## config.mk

```make
export PLATFORM = sky130hd
export DESIGN_NAME = spi_sram_bist
export DESIGN_NICKNAME = d
export VERILOG_FILES = /design/src/rtl/spi_sram_bist.sv
export SDC_FILE = /design/constraint.sdc
export NUM_CORES = 1
export LEC_CHECK = 0
export ABC_AREA = 1
export CORE_ASPECT_RATIO = 1.25
export CORE_MARGIN = 5
export CORE_UTILIZATION = 35
export DETAILED_ROUTE_END_ITERATION = 6
export PLACE_DENSITY = 0.58
export REMOVE_ABC_BUFFERS = 1
export SLEW_MARGIN = 10
export SYNTH_ARGS = -nofsm -noshare
export SYNTH_HDL_FRONTEND = slang
export SYNTH_SLANG_ARGS = --single-unit
```

## constraint.sdc

```tcl
create_clock -name clk -period 5.01 [get_ports clk]
set_input_delay 0.7515 -clock clk [delete_from_list [all_inputs] [get_ports clk]]
set_output_delay 0.7515 -clock clk [all_outputs]
set_load 0.01 [all_outputs]
```

## src/rtl/spi_sram_bist.sv

```systemverilog
// Self-test engine for the spi_sram controller: fills bursts with a pattern, reads them back and checks.
// Define SRAM_BIST_LFSR_EN to enable the LFSR pattern (pattern_sel=2); otherwise mode 2 falls back to AA/55.
module spi_sram_bist #(
    parameter int          ADDR_WIDTH = 16,
    parameter int          BURST_LEN  = 16,
    parameter logic [7:0]  LFSR_SEED  = 8'hA5
) (
    input  logic                  clk,
    input  logic                  rst_n,
    input  logic                  start,
    input  logic [1:0]            pattern_sel,
    input  logic [ADDR_WIDTH-1:0] base_addr,
    input  logic [15:0]           num_bursts,
    output logic                  busy,
    output logic                  pass,
    output logic                  fail,
    output logic [15:0]           err_count,
    output logic [ADDR_WIDTH-1:0] fail_addr,
    output logic [7:0]            fail_exp,
    output logic [7:0]            fail_got,
    input  logic                  sram_done,
    output logic [7:0]            sram_data_in,
    output logic                  sram_data_in_valid,
    input  logic [7:0]            sram_data_out,
    output logic                  sram_data_out_read,
    input  logic                  sram_data_out_empty,
    output logic                  sram_write_cmd,
    output logic                  sram_read_cmd,
    output logic [5:0]            sram_read_cmd_size,
    output logic [23:0]           sram_address
);
    // state    | meaning
    // IDLE     | waiting for start
    // WAIT_RDY | waiting for controller idle
    // FILL     | pushing one burst of pattern bytes
    // WR_CMD   | write command pulse
    // WR_WAIT  | waiting for write to finish (done low then high)
    // RD_CMD   | read command pulse
    // RD_WAIT  | waiting for read to finish (done low then high)
    // CHECK    | popping and comparing one burst
    // DONE     | publishing result
    typedef enum logic [3:0] {
        S_IDLE, S_WAIT_RDY, S_FILL, S_WR_CMD, S_WR_WAIT,
        S_RD_CMD, S_RD_WAIT, S_CHECK, S_DONE
    } state_t;

    localparam logic [5:0]            BL6    = 6'(BURST_LEN);
    localparam logic [ADDR_WIDTH-1:0] BL_AW  = ADDR_WIDTH'(BURST_LEN);
    localparam logic [ADDR_WIDTH-1:0] ONE_AW = ADDR_WIDTH'(1);

    state_t                state, state_nx;
    logic [1:0]            mode_q;
    logic [ADDR_WIDTH-1:0] base_q, burst_addr, byte_addr;
    logic [15:0]           num_bursts_q, burst_left;
    logic [5:0]            byte_left, size_q;
    logic                  seen_low;
    logic [7:0]            pat;
    logic [23:0]           byte_addr24;

    wire byte_last = (byte_left == 6'd1);
    wire burst_last = (burst_left == 16'd1);
    wire wait_done = seen_low & sram_done;

    assign byte_addr24        = 24'(byte_addr);
    assign sram_address       = 24'(burst_addr);
    assign sram_read_cmd_size = size_q;

`ifdef SRAM_BIST_LFSR_EN
    logic [7:0] lfsr;

    // Restarted from the seed for each phase so the read side regenerates the written stream.
    always_ff @(posedge clk or negedge rst_n) begin
        if (!rst_n)
            lfsr <= 8'h00;
        else if ((state == S_IDLE && start) || (state == S_WR_WAIT && wait_done && burst_last))
            lfsr <= LFSR_SEED;
        else if (state == S_FILL || (state == S_CHECK && !sram_data_out_empty))
            lfsr <= {lfsr[6:0], lfsr[7] ^ lfsr[5] ^ lfsr[4] ^ lfsr[3]};
    end
`endif

    always_comb begin
        pat = byte_addr24[0] ? 8'h55 : 8'hAA;
        case (mode_q)
            2'd1:    pat = byte_addr24[7:0];
            2'd3:    pat = ~byte_addr24[7:0];
`ifdef SRAM_BIST_LFSR_EN
            2'd2:    pat = lfsr;
`endif
            default: ;
        endcase
    end

    always_comb begin
        state_nx           = state;
        sram_data_in       = 8'h00;
        sram_data_in_valid = 1'b0;
        sram_data_out_read = 1'b0;
        sram_write_cmd     = 1'b0;
        sram_read_cmd      = 1'b0;
        case (state)
            S_IDLE:     if (start) state_nx = (num_bursts == 16'd0) ? S_DONE : S_WAIT_RDY;
            S_WAIT_RDY: if (sram_done) state_nx = S_FILL;
            S_FILL: begin
                sram_data_in       = pat;
                sram_data_in_valid = 1'b1;
                if (byte_last) state_nx = S_WR_CMD;
            end
            S_WR_CMD: begin
                sram_write_cmd = 1'b1;
                state_nx       = S_WR_WAIT;
            end
            S_WR_WAIT:  if (wait_done) state_nx = burst_last ? S_RD_CMD : S_FILL;
            S_RD_CMD: begin
                sram_read_cmd = 1'b1;
                state_nx      = S_RD_WAIT;
            end
            S_RD_WAIT:  if (wait_done) state_nx = S_CHECK;
            S_CHECK: begin
                if (!sram_data_out_empty) begin
                    sram_data_out_read = 1'b1;
                    if (byte_last) state_nx = burst_last ? S_DONE : S_RD_CMD;
                end
            end
            S_DONE:     state_nx = S_IDLE;
            default:    state_nx = S_IDLE;
        endcase
    end

    always_ff @(posedge clk or negedge rst_n) begin
        if (!rst_n) begin
            state        <= S_IDLE;
            busy         <= 1'b0;
            pass         <= 1'b0;
            fail         <= 1'b0;
            err_count    <= 16'd0;
            fail_addr    <= '0;
            fail_exp     <= 8'h00;
            fail_got     <= 8'h00;
            mode_q       <= 2'd0;
            base_q       <= '0;
            burst_addr   <= '0;
            byte_addr    <= '0;
            num_bursts_q <= 16'd0;
            burst_left   <= 16'd0;
            byte_left    <= 6'd0;
            size_q       <= 6'd0;
            seen_low     <= 1'b0;
        end else begin
            state <= state_nx;
            case (state)
                S_IDLE: if (start) begin
                    busy         <= 1'b1;
                    pass         <= 1'b0;
                    fail         <= 1'b0;
                    err_count    <= 16'd0;
                    fail_addr    <= '0;
                    fail_exp     <= 8'h00;
                    fail_got     <= 8'h00;
                    mode_q       <= pattern_sel;
                    base_q       <= base_addr;
                    burst_addr   <= base_addr;
                    byte_addr    <= base_addr;
                    num_bursts_q <= num_bursts;
                    burst_left   <= num_bursts;
                    byte_left    <= BL6;
                    size_q       <= BL6;
                end
                S_FILL: begin
                    byte_addr <= byte_addr + ONE_AW;
                    byte_left <= byte_last ? BL6 : byte_left - 6'd1;
                end
                S_WR_CMD, S_RD_CMD: seen_low <= 1'b0;
                S_WR_WAIT: begin
                    seen_low <= seen_low | ~sram_done;
                    if (wait_done) begin
                        if (burst_last) begin
                            // write phase over: rewind for the read phase
                            burst_left <= num_bursts_q;
                            burst_addr <= base_q;
                            byte_addr  <= base_q;
                        end else begin
                            burst_left <= burst_left - 16'd1;
                            burst_addr <= burst_addr + BL_AW;
                        end
                    end
                end
                S_RD_WAIT: seen_low <= seen_low | ~sram_done;
                S_CHECK: if (!sram_data_out_empty) begin
                    if (sram_data_out != pat) begin
                        if (err_count != 16'hFFFF) err_count <= err_count + 16'd1;
                        if (err_count == 16'd0) begin
                            fail_addr <= byte_addr;
                            fail_exp  <= pat;
                            fail_got  <= sram_data_out;
                        end
                    end
                    byte_addr <= byte_addr + ONE_AW;
                    byte_left <= byte_last ? BL6 : byte_left - 6'd1;
                    if (byte_last) begin
                        burst_left <= burst_left - 16'd1;
                        burst_addr <= burst_addr + BL_AW;
                    end
                end
                S_DONE: begin
                    busy <= 1'b0;
                    pass <= (err_count == 16'd0);
                    fail <= (err_count != 16'd0);
                end
                default: ;
            endcase
        end
    end
endmodule

```

## Word level (Yosys, flattened, before mapping)

Cells that the tools add are included.

- Flip-flop bits (word level): 145
- Output and inout bits: 93

- Add/sub/neg operators: 5
- Equality and inequality tests: 25
- Multiplexer cells: 63
- Bitwise operators: 4
- Reductions and logical operators: 20

Operators with widths:

| kind | number |
|---|---|
| 16-bit 2-to-1 mux | 20 |
| 16-bit case mux with 3 select lines | 2 |
| 8-bit 2-to-1 mux | 9 |
| 16-bit case mux with 2 select lines | 2 |
| 16-bit case mux with 4 select lines | 1 |
| 8-bit case mux with 2 select lines | 3 |
| 4-bit 2-to-1 mux | 9 |
| 16-bit by 1-bit adder with 16-bit output (second input constant) | 2 |
| 16-bit zero test | 2 |
| 4-bit case mux with 8 select lines | 1 |
| 2-bit inequality test (second input constant) | 11 |
| 5-bit AND reduction | 4 |
| 6-bit 2-to-1 mux | 3 |
| 6-bit case mux with 3 select lines | 1 |
| 16-bit by 5-bit adder with 16-bit output (second input constant) | 1 |
| 16-bit by 1-bit == test with 1-bit output (second input constant) | 1 |
| 4-bit by 3-bit == test with 1-bit output (second input constant) | 4 |
| 16-bit inequality test (second input constant) | 1 |
| 16-bit nonzero test | 1 |
| 16-bit by 1-bit subtractor with 16-bit output (second input constant) | 1 |
| 4-bit by 2-bit == test with 1-bit output (second input constant) | 2 |
| 8-bit inequality test | 1 |
| 8-bit NOT | 1 |
| 1-bit case mux with 2 select lines | 4 |
| other kinds (19) | 30 |

## Logic depth before layout (Yosys ltp)

Gate-level depths: netlist of run 1.

- Depth in word-level cells: 6
- Mapped depth: 14

## Worst setup path before layout of run 1

No wires, ideal clock.

- Path type: register to output
- Start: register state[0]
- End: output port sram_data_out_read
- Arrival time: 1.069 ns
- Required time: 4.259 ns
- Slack: 3.189 ns
- Cell stages (with the launch flop): 5
- Cells stage by stage: dfrtp_1 > buf_2 > nand4_2 > clkbuf_1 > nor2_1

- Cells in the longest elaborated chain, start to end: 2

RTL lines:

| element | line | text |
|---|---|---|
| from (decl) | 51 | `state_t state, state_nx;` |
| from (signal assigned) | 150 | `state <= state_nx;` |
| 4-bit by 3-bit == test with 1-bit output | 101 | `case (state)` |
| 1-bit 2-to-1 mux | 101 |  |
| to (decl) | 25 | `output logic sram_data_out_read,` |

Every way passes these cells.

## Worst setup path after layout of run 1

- Start: register state[2]
- End: output port sram_data_in_valid

- Cells in the longest elaborated chain, start to end: 2

RTL lines:

| element | line | text |
|---|---|---|
| 4-bit by 2-bit == test with 1-bit output | 101 |  |
| 1-bit 2-to-1 mux | 101 |  |
| to (decl) | 23 | `output logic sram_data_in_valid,` |

Every way passes these cells.

==> impl_metrics.tcl, run 1 <==
set metrics [dict create \
    synthAdderAreaFrac_pct 1.14 \
    cp-start-kind "register" \
    fill_cells 2570 \
    fin_tns_setup_ns 0 \
    wl_um 26400 \
    numPlacedInstances 1649 \
    setup_violations 0 \
    hold_class "in -> async" \
    synth.top_cell.area_share_pct 41.4 \
    total_power_mw 6.21 \
    dieHeight_um 187 \
    synth_compound_area_share_pct 11.1 \
    track_usage_pct 18.7 \
    grt_max_degree 62 \
    fmax_mhz 320 \
    io-pin-count 140 \
    clkTransAtPathRegs_ns 0.06 \
    worstPathRequired_ns 4.26 \
    slew_headroom_pct 25.9 \
    clock_latency_ns 0.43 \
    ys_types 41 \
    drv_cap 0 \
    status "completed" \
    whs_ns 0.314 \
    gp_congestion 0.897 \
    finalNetCount 1393 \
    synth_area_leaders "dfrtp_1, nand2_1, nor2_1, inv_1, nand4_1" \
    clockBufferDepth 2 \
    synth_most_common_cell "nand2_1" \
    power.density_mw_per_mm2 573 \
    clock-sinks 145 \
    cts_tree "done" \
    postRouteAntennaNets 0 \
    leakage_nw 5.07 \
    async_flop_share_pct 100 \
    yosys_warnings 0 \
    holdBufCountCts 0 \
    grt_pass1_wl_um 42900 \
    path_max_fanout 12 \
    synth_common_cells "nand2_1, dfrtp_1, nor2_1, inv_1, o21ai_0" \
    synth_top_family_by_area "simple AND/OR/NAND/NOR gates" \
    worstSetupPathType "reg -> out" \
    synth-edff-count 0 \
    rsz0062_at_grt "false" \
    dp_hpwl_um 19000 \
    synth_area_per_cell_um2 7.09 \
    grt_pass1_vias 8276 \
    worst_pin_slew_ns 1.11 \
    start_util_pct 35.7 \
    die_area_mm2 0.0283 \
    synth-main-ff-cell "dfrtp_1" \
    die_w_um 152 \
    max-vdd-ir-drop_mv 0.273 \
    drc 0 \
    synthesis.area_mm2 0.00877 \
    post_cts_buffers 0 \
    synth_mux_area_share_pct 0.128 \
    synth.ff_latch_count 145 \
    period_share_pct 62.4 \
    synthXorXnorAreaFrac_pct 2.90 \
    first_pass_iters 5 \
    synth-simple-area-share_pct 33.7 \
    antenna_found_initial 0 \
    drtIter0Drc 394 \
    io_buffer_count 126 \
    viasPerCell 5.02 \
    cp-end-kind "output pin" \
    fin_cells 1682 \
    coreArea_mm2 0.0246 \
    synth_cells 1237 \
    syn_to_final_growth_pct 23.4 \
    wl_per_cell_um 15.7 \
    numCtsBuffers 17 \
    rows 64 \
    arrival_ns 2.37 \
    drive_gt1_share_pct 5.70 \
    slew_violations 0 \
    layout_min_cycle_time_ns 3.12 \
    num_vias 8438 \
    overflow 0 \
    hold_viol 0 \
    clockRootBuffer "clkbuf_16" \
    clock_skew_ns 0.0134 \
    ctsResizeCount 0 \
    htreeDepth 4 \
    seq_area_frac_synth_pct 41.4 \
    yosysTopAreaCell "dfrtp_1" \
    r2r_cells 12 \
]
worst max-delay path, stage by stage, from the launching register on:
cell and delay, ns:
dfrtp_1 0.45, nor2_1 0.16, nand3_1 0.47, inv_1 0.29, clkdlybuf4s50_1 0.58
worst paths after layout:
kind	start	slack [ns]	end
max	state[2]	1.89	sram_data_in_valid
min	rst_n	0.31	busy
max reg2reg	state[0]	1.90	byte_addr[3]
min reg2reg	fail_addr[14]	0.47	fail_addr[14]
max in group asynchronous	rst_n	3.59	fail_addr[5]
min in group clk	fail_addr[14]	0.47	fail_addr[14]
per-stage QoR:
stage | worst slack, ns | utilization [%] | instance area (um^2)
finish | 1.89 | 44.0 | 10800
global route | 1.53 | 44.0 | 10800
CTS | 1.87 | 44.0 | 10800
detailed placement | 1.86 | 41.6 | 10200
global placement | 1.90 | 41.6 | 10200
floorplan | 1.52 | - | 8460
sequential cells by signal, indices dropped and copies added (netlist names):
name,cells
base_q,16
burst_addr,16
burst_left,16
busy,1
byte_addr,16
byte_left,6
err_count,16
fail,1
fail_addr,16
fail_exp,8
fail_got,8
mode_q,2
num_bursts_q,16
pass,1
seen_low,1
sram_read_cmd_size,1
state,4
routing by layer:
layer / global-route usage, % / part of all wire [%] / routed length [um] / vias to the layer above
met3: 2.52 / 4.3 / 1150 / 35
met2: 31.9 / 49 / 12900 / 186
met5: 0 / 0 / 0 / -
met4: 6.09 / 2.1 / 562 / 0
li1: - / - / - / 4225
met1: 24.3 / 45 / 11800 / 3992
power by group:
group / internal [mW] / switching (mW) / total [mW]
clock network: 0.770 / 0.552 / 1.32
logic: 1.03 / 1.88 / 2.91
registers: 1.59 / 0.384 / 1.98
total: 3.39 / 2.82 / 6.21
cells by family after synthesis:
family,after synthesis
fa+ha+maj,8
flops,145
buf+inv,195
xor+xnor,29
other cells,1
mux,1
simple gates,681
compound gates,177
cells in the final DEF (no fill, tap or decap), drive strengths merged, types with 4 or more instances in the layout:
cell type / instances
a21oi: 43
a22oi: 7
a31oi: 5
buf: 12
clkbuf: 19
clkdlybuf4s50: 125
clkinv: 4
conb: 13
dfrtp: 145
ha: 8
inv: 132
nand2: 354
nand3: 78
nand4: 72
nor2: 147
nor3: 19
o211ai: 9
o21ai: 103
o22ai: 4
xor2: 28
area by class of cell:
cell class | instances | area, um^2 | share of cell area (%)
inverter | 128 | 480 | 4.44
timing repair buffer | 137 | 1350 | 12.4
clock inverter | 13 | 151 | 1.40
sequential | 145 | 3630 | 33.5
multi-input combinational | 909 | 4350 | 40.2
tap | 330 | 413 | 3.81
clock buffer | 19 | 453 | 4.18
antenna | 1 | 2.50 | 0.0231
Power figures use the tool's default switching activity.
==> run 2: changes to the inputs <==
- PLACE_DENSITY: 0.58 -> 0.6
- clock period: 5.01 -> 2.63 ns (I/O delays scaled with it)
==> run 2 against run 1 <==
Net effect:
- die area is the same
- wire length down 1.4%
- clock power grew 100%
- global-route usage down 0.18 points
- critical path depth grew 1
==> impl_metrics.tcl, run 2 (synthesis results as in run 1) <==
set metrics [dict create \
    status "completed" \
    slew_violations 0 \
    fmax_mhz 408 \
    first_pass_iters 6 \
    total_power_mw 12.1 \
    overflow 0 \
    clock_skew_ns 0.0111 \
    arrival_ns 2.06 \
    setup_violations 0 \
    clock_latency_ns 0.42 \
    grt_pass1_wl_um 42600 \
    power.density_mw_per_mm2 1100 \
    drv_cap 0 \
    cp-end-kind "output pin" \
    layout_common_cells "nand2_1, dfrtp_1, nor2_1" \
    clockBufferDepth 2 \
    ff2ff_setup_slack_ns 0.27 \
    postRouteAntennaNets 0 \
    die_area_mm2 0.0283 \
    worstPathRequired_ns 2.24 \
    worstSetupPathType "reg -> out" \
    dieHeight_um 187 \
    drtIter0Drc 514 \
    clkTransAtPathRegs_ns 0.06 \
    clock-sinks 145 \
    multi_input_area_mm2 0.00435 \
    grt_max_degree 73 \
    worst_pin_slew_ns 0.745 \
    syn_to_final_growth_pct 25.5 \
    layout_commonest_cell "nand2_1" \
    drc 0 \
    htreeDepth 4 \
    num_vias 8486 \
    io_buffer_count 126 \
    antenna_found_initial 2 \
    hold_viol 0 \
    gp_congestion 0.907 \
    final-seq-area_mm2 0.00363 \
    wl_per_cell_um 15.3 \
    grt_pass1_vias 8245 \
    fill_cells 2519 \
    wl_um 26000 \
    viasPerCell 5.00 \
    cts_tree "done" \
    path_max_fanout 6 \
    io-pin-count 140 \
    stdcell_area_mm2 0.0110 \
    die_w_um 152 \
    max-vdd-ir-drop_mv 0.651 \
    finalNetCount 1409 \
    cp-start-kind "register" \
    rsz0062_at_grt "false" \
    start_util_pct 35.7 \
    rows 64 \
    period_share_pct 93.1 \
    clockRootBuffer "clkbuf_16" \
    track_usage_pct 18.5 \
    hold_class "in -> async" \
    leakage_nw 5.17 \
    coreArea_mm2 0.0246 \
    layout_min_cycle_time_ns 2.45 \
    slew_headroom_pct 50.3 \
    numCtsBuffers 17 \
    drive_gt1_share_pct 6.81 \
    final_util_pct 44.8 \
    dp_hpwl_um 19200 \
    dpl_cell_area_mm2 0.0104 \
]
run 2: cell count changes in the layout (fill, tap and decap cells not counted), moves of 2 or more:
cell and change:
bufinv_16 +2, clkbuf_8 +2, buf_4 +14, clkinv_4 -2
inv_6 -3, buf_12 +2
run 2: final timing paths:
| path | startpoint | endpoint | depth (start not counted) |
|---|---|---|---|
| hold / removal | rst_n | seen_low | 1 |
| setup reg to reg | state[0] | burst_left[1] | 8 |
| min in group clk | fail_exp[6] | fail_exp[6] | 2 |
| setup / recovery | byte_addr[0] | sram_data_in[6] | 5 |
| hold reg to reg | fail_exp[6] | fail_exp[6] | 2 |
| max in group asynchronous | rst_n | burst_left[3] | 2 |
run 2: repair_timing:
action / CTS / global route
gates resized for setup: 0 / 2
buffers inserted: 0 / 0
hold buffers: 0 / 0
setup endpoints to repair: 0 / 4
run 2: area by class of cell:
| type | instances | area share, % |
|---|---|---|
| sequential | 145 | 33.0 |
| tap | 330 | 3.75 |
| clock buffer | 22 | 4.40 |
| timing repair buffer | 153 | 13.5 |
| inverter | 128 | 4.37 |
| antenna | 1 | 0.0227 |
| clock inverter | 9 | 1.40 |
| multi-input combinational | 909 | 39.5 |
run 2: critical path, stage by stage (launching register included):
cell and delay [ns]:
dfrtp_1 0.46, inv_1 0.14, nand2_1 0.19, nand3_1 0.15
nor2_1 0.14, clkdlybuf4s50_1 0.55
run 2: through the flow:
stage	TNS [ns]	setup slack, ns	std cells	hold WS, ns
after floorplan	-34.20	-0.861	1182	0.0989
after detailed placement	0	0.311	1665	0.453
after CTS	0	0.0600	1696	0.0366
after global routing	0	0.0404	1697	0.0726
after global placement	0	0.337	1665	0.455
final	0	0.180	1697	0.0117
run 2: power by group:
| group | internal [mW] | total [mW] | switching, mW |
|---|---|---|---|
| logic | 2.08 | 5.67 | 3.59 |
| registers | 3.04 | 3.78 | 0.743 |
| clock network | 1.68 | 2.65 | 0.966 |
run 2: layer usage:
metal | up-vias | global-route usage (%) | part of all wire, %
met4 | 2 | 5.98 | 2.6
met2 | 224 | 31.0 | 48
met3 | 43 | 3.42 | 5.3
met1 | 3957 | 24.0 | 44
met5 | - | 0 | 0.027
li1 | 4260 | - | -
==> run 3: changes to the inputs <==
- CORE_UTILIZATION: 35 -> 30
- CTS_CLUSTER_SIZE: not set -> 12
- PLACE_DENSITY: 0.6 -> 0.54
==> run 3 against run 2 <==
Net effect:
- utilization is 6.5 points lower
- clock skew down 0.00094 ns
- maximum frequency is 0.27% lower
==> impl_metrics.tcl, run 3 (synthesis results as in run 1) <==
set metrics [dict create \
    status "completed" \
    fin_tns_setup_ns 0 \
    dp_hpwl_um 20000 \
    clkTransAtPathRegs_ns 0.06 \
    post_cts_buffers 0 \
    leakage_nw 5.19 \
    postRouteAntennaNets 0 \
    fill_cells 3121 \
    finalNetCount 1412 \
    slew_headroom_pct 59.1 \
    clock_skew_ns 0.0101 \
    syn_to_final_growth_pct 27.1 \
    io-pin-count 140 \
    grt_max_degree 51 \
    htreeDepth 4 \
    dpl_cell_area_mm2 0.0105 \
    internal-power_mw 6.87 \
    drive_gt1_share_pct 6.93 \
    grt_pass1_wl_um 44300 \
    arrival_ns 2.06 \
    rsz0062_at_grt "false" \
    grt_pass1_vias 8547 \
    setup_violations 0 \
    seqPwrFrac_pct 31.1 \
    clock-sinks 145 \
    power.density_mw_per_mm2 1090 \
    die_area_mm2 0.0328 \
    antenna_found_initial 0 \
    swShare_pct 43.6 \
    path_max_fanout 12 \
    wl_um 26800 \
    drv_cap 0 \
    worstSetupPathType "reg -> out" \
    first_pass_iters 5 \
    io_buffer_count 126 \
    worstPathRequired_ns 2.24 \
    cp-end-kind "output pin" \
    clock_latency_ns 0.43 \
    max-vdd-ir-drop_mv 0.581 \
    drc 0 \
    die_w_um 163 \
    antenna-diode-count 0 \
    track_usage_pct 16.6 \
    layout_common_cells "nand2_1, dfrtp_1, nor2_1" \
    clockBufferDepth 2 \
    numPlacedInstances 1733 \
    fin_cells 1766 \
    layout_min_cycle_time_ns 2.46 \
    drtIter0Drc 459 \
    dieHeight_um 201 \
    start_util_pct 30.2 \
    combinationalPowerShare_pct 46.7 \
    p_sw_mw 5.30 \
    p_clk_share_pct 22.3 \
    period_share_pct 93.4 \
    gp_congestion 0.868 \
    cp-start-kind "register" \
    fmax_mhz 407 \
    layout_commonest_cell "nand2_1" \
    stdcell_area_mm2 0.0111 \
    num_vias 8503 \
    coreArea_mm2 0.0291 \
    worst_pin_slew_ns 0.608 \
    numCtsBuffers 17 \
    viasPerCell 4.81 \
    cts_tree "done" \
    overflow 0 \
    slew_violations 0 \
    hold_class "in -> async" \
    clockRootBuffer "clkbuf_16" \
    hold_viol 0 \
    wl_per_cell_um 15.2 \
    rows 70 \
    multi_input_area_mm2 0.00435 \
    final-seq-area_mm2 0.00363 \
]
## run 3: cell count changes in the layout (fill, tap and decap cells not counted)
cell	change
buf_12	+1
buf_4	+1
bufinv_16	+1
clkbuf_1	+1
clkbuf_8	-1
clkinv_2	+1
clkinv_4	-1
diode_2	-1
dlygate4sd3_1	+1
## run 3: per-stage QoR
stage / hold slack, ns / power [mW] / setup WS, ns / utilization, %
after CTS: 0.474 / 12.3 / 0.0676 / 38.3
after global placement: 0.355 / 9.42 / 0.337 / 36.0
after floorplan: 0.0989 / 7.21 / -0.861 / -
final: 0.455 / 12.2 / 0.174 / 38.3
after detailed placement: 0.358 / 9.49 / 0.373 / 36.0
after global routing: 0.485 / 13.2 / 0.00219 / 38.3
## run 3: power by group through the flow
stage	registers, mW	clock network (mW)	logic, mW
2_1_floorplan	3.70	0	3.51
3_3_place_gp	3.79	0	5.63
3_5_place_dp	3.80	0	5.69
4_1_cts	3.78	2.79	5.71
5_1_grt	3.91	2.87	6.42
6_report	3.78	2.71	5.68
## run 3: repair_timing
| item | in CTS | in global routing |
|---|---|---|
| endpoints found under the setup margin | 0 | 8 |
| gates resized for setup | 0 | 2 |
| hold endpoints to repair | 39 | 0 |
| hold buffers | 1 | 0 |
## run 3: layout make-up
type	count	share of cell area, %
clock buffers	22	4.26
clock inverters	10	1.62
inverters	128	4.31
multi-input cells	909	39.1
flip-flops and latches	145	32.6
well taps	396	4.45
repair buffers	156	13.7
## run 3: layer usage
layer  wire (um)  part of all wire, %  global-route usage, %  vias to the layer above
li1            -                    -                      -                     4266
met1       11800                   44                   21.1                     3990
met2       13400                   50                   28.9                      218
met3        1250                  4.6                   2.85                       29
met4         410                  1.5                   5.06                        0
met5           0                    0                      0                        -
## run 3: final timing paths
kind	startpoint	end	slack, ns	cells past startpoint
hold / removal	rst_n	burst_addr[0]	0.46	2
setup reg to reg	state[0]	byte_addr[3]	0.38	12
setup / recovery	state[2]	sram_data_in[0]	0.17	5
hold reg to reg	fail_addr[2]	fail_addr[2]	0.47	2
min in group clk	fail_addr[2]	fail_addr[2]	0.47	2
max in group asynchronous	rst_n	fail_got[4]	1.35	3
## run 3: worst max-delay path, stage by stage (launching register included)
cell             delay, ns
dfrtp_1               0.45
nor2_1                0.17
nand3_1               0.09
buf_4                 0.20
nor2_1                0.16
clkdlybuf4s50_1       0.55
==> patch 1: new RTL, settings of run 3 <==
Re-encode `state_t` (9 states) as one-hot, 9 bits wide.
--- a/src/rtl/spi_sram_bist.sv
+++ b/src/rtl/spi_sram_bist.sv
@@ -39,9 +39,9 @@
     // RD_WAIT  | waiting for read to finish (done low then high)
     // CHECK    | popping and comparing one burst
     // DONE     | publishing result
-    typedef enum logic [3:0] {
-        S_IDLE, S_WAIT_RDY, S_FILL, S_WR_CMD, S_WR_WAIT,
-        S_RD_CMD, S_RD_WAIT, S_CHECK, S_DONE
+    typedef enum logic [8:0] {
+        S_IDLE = 9'b000000001, S_WAIT_RDY = 9'b000000010, S_FILL = 9'b000000100, S_WR_CMD = 9'b000001000, S_WR_WAIT = 9'b000010000,
+        S_RD_CMD = 9'b000100000, S_RD_WAIT = 9'b001000000, S_CHECK = 9'b010000000, S_DONE = 9'b100000000
     } state_t;
 
     localparam logic [5:0]            BL6    = 6'(BURST_LEN);
Formal check against the unedited RTL: no difference found for any inputs over 4 cycles, from zero or initial values and one cycle with rst_n low; so few cycles prove little.
==> patch 1 against run 3 <==
- worst setup slack worse by 0.10 ns
- routed wire length up 12%
- combinational power down 9.0%
- largest power group unchanged
- sequential cell count up 5
- power down 5.8%
- clock power down 7%
- global-route usage up 0.98 points
- die area up 3.5%
- critical path depth up 1
- first-iteration DRC count up 29%
- design area up 4.1%
- via count up 4.4%
- synthesized area up 3.7%
==> patch 1: results <==
[die]
floorplan.die_area_um2 = 33900

[drt]
met2WireLength_um = 14900
drtIter0Drc = 594
dr_total_vias = 8880
detailroute.wirelength.met3_um = 1380
drt-wirelength-per-cell_um = 16.5
met1_length_um = 13200

[critical_path]
cpLargestDelayFamily = "simple AND/OR/NAND/NOR gates"
crit_arrival_ns = 2.16
crit_path_max_incr_delay_ns = 0.55
timing.critical_path.fanout_max = 5

[yosys]
number_of_distinct_standard_cells_referenced_by_the_synthesized_netlist = 46
netlist_top_cells_count = "sky130_fd_sc_hd__nand2_1 (391), sky130_fd_sc_hd__dfrtp_1 (149), sky130_fd_sc_hd__inv_1 (132), sky130_fd_sc_hd__nor2_1 (106), sky130_fd_sc_hd__nand3_1 (96)"
yosysWarningCount = 0
asyncSetResetFlopFracSynth_pct = 100
synth.area.top_cells = "sky130_fd_sc_hd__dfrtp_1 (41%), sky130_fd_sc_hd__nand2_1 (16%), sky130_fd_sc_hd__inv_1 (5.4%), sky130_fd_sc_hd__nand3_1 (5.3%), sky130_fd_sc_hd__nor2_1 (4.4%)"
synth_seq_area_share_pct = 41.3

[grt]
pin_count_of_the_biggest_net_entering_global_routing = 65
grtUsageTotal_pct = 17.6
via_count_of_the_first_global_routing_pass = 8730
grt_pass1_wl_um = 47700
grt.met3_usage_pct = 3.15
grtUsageMet1_pct = 22.1
grt.met2_usage_pct = 30.9

[pwr]
max-vdd-ir-drop_mv = 0.437
combinationalPower_mw = 5.17
power_leakage_nw = 5.32
netSwitchingFraction_pct = 45.5
seq_power_share_pct = 32.9
report.power.total_mw = 11.5

[placed_design]
numPortBuffers = 126
dpl_cell_area_um2 = 10900
dp_hpwl_um = 22900
gpl.final_weighted_congestion = 0.889

[finish]
drive_gt1_share_pct = 9.29
design.final.nets = 1473
antenna_cells_inserted = 0

[min_path]
hold_class = "flip-flop to flip-flop"

[status]
status = "finished clean"

[sta]
clock_skew_ns = 0.0139
worst_pin_slew_ns = 0.921
patch 1: changes by cell type after synthesis, moves of 6 or more:
| cell | delta |
|---|---|
| sky130_fd_sc_hd__nor2_1 | -32 |
| sky130_fd_sc_hd__o21ai_0 | -12 |
| sky130_fd_sc_hd__xor2_1 | -10 |
| sky130_fd_sc_hd__o211ai_1 | +20 |
| sky130_fd_sc_hd__o21a_1 | +6 |
| sky130_fd_sc_hd__inv_1 | +13 |
| sky130_fd_sc_hd__nand3_1 | +19 |
| sky130_fd_sc_hd__nand4_1 | -33 |
| sky130_fd_sc_hd__nor4_1 | +10 |
| sky130_fd_sc_hd__a21oi_1 | -19 |
| sky130_fd_sc_hd__nand2_1 | +43 |
| sky130_fd_sc_hd__mux2_2 | +10 |
| sky130_fd_sc_hd__o21ai_1 | +23 |
patch 1: cell type report:
class	count	area, µm²
inverter	143	537
clock buffer	17	425
sequential	150	3760
timing repair buffer	173	1640
fill	3231	18400
multi-input combinational	933	4580
tap	401	502
clock inverter	15	158
patch 1: what timing repair did:
item	CTS	global route
hold endpoints to repair	46	0
hold buffers	1	0
buffers inserted	1	0
setup endpoints to repair	11	17
pin swaps	1	1
gates resized for setup	11	11
patch 1: worst paths after layout:
kind,startpoint,to,slack [ns],depth (start not counted)
worst max-delay path,state[7]$_DFFE_PN0P_,sram_data_in[1],0.07,6
worst min-delay path,sram_read_cmd_size[4]$_DFFE_PN0P_,sram_read_cmd_size[4]$_DFFE_PN0P_,0.46,2
worst max register to register,state[2]$_DFFE_PN0P_,burst_addr[11]$_DFFE_PN0P_,0.18,9
worst min register to register,sram_read_cmd_size[4]$_DFFE_PN0P_,sram_read_cmd_size[4]$_DFFE_PN0P_,0.46,2
max in group asynchronous,rst_n,state[0]$_DFFE_PN1P_,1.34,3
min in group asynchronous,rst_n,sram_read_cmd_size[4]$_DFFE_PN0P_,0.47,2
patch 1: cells by family (layout without fill, tap and decap cells):
kind of cell               count (synthesis)  count (layout)  share of synthesized area, %
and+or+nand+nor                          684             684                          32.2
buffers and inverters                    201             348                          9.48
AOI/OAI and AO/OA                        194             194                          12.3
DFF                                      150             150                          41.3
xor gates and xnor gates                  23              23                          2.22
muxes                                     11              11                          1.36
adders and majority gates                  8               8                          1.10
other                                      1              13                        0.0412
patch 1: metrics by stage:
| step | worst slack [ns] | instances | util [%] |
|---|---|---|---|
| finish | 0.0723 | 1832 | 38.6 |
| global placement | 0.109 | 1798 | 36.5 |
| CTS | 0.0371 | 1832 | 38.5 |
| detailed placement | 0.0460 | 1798 | 36.5 |
| global route | -0.0343 | 1832 | 38.6 |
| floorplan | -1.23 | 1226 | - |
patch 1: worst reg2reg max path: cells and delay by family (launching register included):
kind	cells	cell delay, ns
AND/OR/NAND/NOR	7	1.70
flip-flops	1	0.46
AO/OA/AOI/OAI	2	0.22
==> patch 2: new RTL, flow settings as in run 3 <==
Without the edit above. Set the parameter `ADDR_WIDTH` to 18 (it was 16).
--- a/src/rtl/spi_sram_bist.sv
+++ b/src/rtl/spi_sram_bist.sv
@@ -1,7 +1,7 @@
 // Self-test engine for the spi_sram controller: fills bursts with a pattern, reads them back and checks.
 // Define SRAM_BIST_LFSR_EN to enable the LFSR pattern (pattern_sel=2); otherwise mode 2 falls back to AA/55.
 module spi_sram_bist #(
-    parameter int          ADDR_WIDTH = 16,
+    parameter int          ADDR_WIDTH = 18,
     parameter int          BURST_LEN  = 16,
     parameter logic [7:0]  LFSR_SEED  = 8'hA5
 ) (
Interface: changed (resized base_addr and fail_addr); port bits go from 140 to 144. No check against the original RTL was run, so the function may have changed too.
==> patch 2 against run 3 <==
- sequential share of layout area grew 0.14 points
- power up 4.7%
- worst setup slack lost 0.010 ns
- routed wire length rose by 6.1%
- utilization shrank 0.33 points
- sequential cell count grew 8
- design area rose by 5.1%
- synthesized area up 6.0%
- via count rose by 5.7%
- cell count is 5.5% higher
- hold slack improved by 0.011 ns
- global-route usage shrank 0.31 points
- critical endpoint is now sram_data_in[1]
==> patch 2: results <==
[critical_path]
crit_start = "state[2]$_DFFE_PN0P_"
critical-path-slowest-cell = "sky130_fd_sc_hd__clkdlybuf4s50_1"
r2r_start = "state[3]$_DFFE_PN0P_"
timing.rr.end = "byte_addr[6]$_DFFE_PN0P_"
timing.critical_path.fanout_max = 11
crit_path_max_incr_delay_ns = 0.57
worstSetupEndpoint = "sram_data_in[1]"
r2r_slack_ns = 0.31
rr_worst_depth = 10
cpLargestDelayFamily = "buffers and inverters"
crit_arrival_ns = 2.07

[placed_design]
dp_slack_ns = 0.379
dpl.cell_count = 1827
numPortBuffers = 132
gpl.final_weighted_congestion = 0.865
dpl_cell_area_um2 = 11100
dp_hpwl_um = 21000

[cts]
h-tree-depth = 4
clk_path_buf_depth = 2
clock_latency_of_the_later_clocked_register_in_the_worst_skew_pair_ns = 0.43
tritoncts_buffer_count = 17
cts_root_buffer = "sky130_fd_sc_hd__clkbuf_16"

[sta]
clock_skew_ns = 0.0128
fin_crit_sh_pct = 93.8
hold-worst-slack_ns = 0.466
slew-limit-headroom_pct = 60.8

[pwr]
max-vdd-ir-drop_mv = 0.507
power_leakage_nw = 5.55

[drt]
route.detailed.vias_per_inst = 4.82
dr_total_vias = 8987
wirelength_um = 28500
drtIter0Drc = 616
detail_route.drc_violations = 0
drt_first_pass_iters = 4

[yosys]
synth.area.top_cells = "sky130_fd_sc_hd__dfrtp_1 (41%), sky130_fd_sc_hd__nand2_1 (15%), sky130_fd_sc_hd__inv_1 (5.6%), sky130_fd_sc_hd__nor2_1 (5.4%), sky130_fd_sc_hd__o21ai_0 (5.0%)"
dominantRegCellSynth = "sky130_fd_sc_hd__dfrtp_1"
synth_xor_area_share_pct = 2.26
synth_seq_area_share_pct = 41.2
synth.mux.area_fraction_pct = 0
synth-compound-area-share_pct = 12.2
asyncSetResetFlopFracSynth_pct = 100
number_of_distinct_standard_cells_referenced_by_the_synthesized_netlist = 40
number_of_standard_cells_after_synthesis = 1320
netlist_top_cells_count = "sky130_fd_sc_hd__nand2_1 (381), sky130_fd_sc_hd__dfrtp_1 (153), sky130_fd_sc_hd__inv_1 (138), sky130_fd_sc_hd__nor2_1 (134), sky130_fd_sc_hd__o21ai_0 (92)"
synth_adder_area_share_pct = 1.08

[grt]
antenna_violations_before_repair = 0
pin_count_of_the_biggest_net_entering_global_routing = 73
grt_pass1_wl_um = 46000
grtUsageTotal_pct = 16.3
via_count_of_the_first_global_routing_pass = 8473

[finish]
design.final.nets = 1500
fillers = 3310
area.sequential_um2 = 3830
antenna_cells_inserted = 0
drive_gt1_share_pct = 6.66

[min_path]
hold_class = "input pin to async pin"

[status]
status = "finished clean"
-- patch 2: final cells by class --
cell class / count / area share [%]
Clock buffer: 19 / 3.87
Sequential cell: 153 / 32.7
Tap cell: 407 / 4.35
Clock inverter: 13 / 1.18
Multi-Input combinational cell: 963 / 39.4
Timing Repair Buffer: 163 / 13.8
Inverter: 145 / 4.67
-- patch 2: where the power goes --
group          switching [mW]  internal (mW)  leakage (nW)
clock network            1.10           1.38         0.285
logic                    3.91           2.33          3.31
registers               0.803           3.21          1.96
total                    5.81           6.92          5.55
-- patch 2: timing repair --
action	CTS	global route
setup endpoints to repair	0	5
resized for setup	0	3
endpoints found under the hold margin	41	0
setup buffers	0	3
hold buffers	1	0
-- patch 2: metal layers --
metal	track usage, %	share of wire [%]	vias to the layer above
met5	0	0	-
met4	4.96	1.7	0
met3	2.61	4.6	28
met2	27.7	49	230
met1	21.6	45	4190
li1	-	-	4539
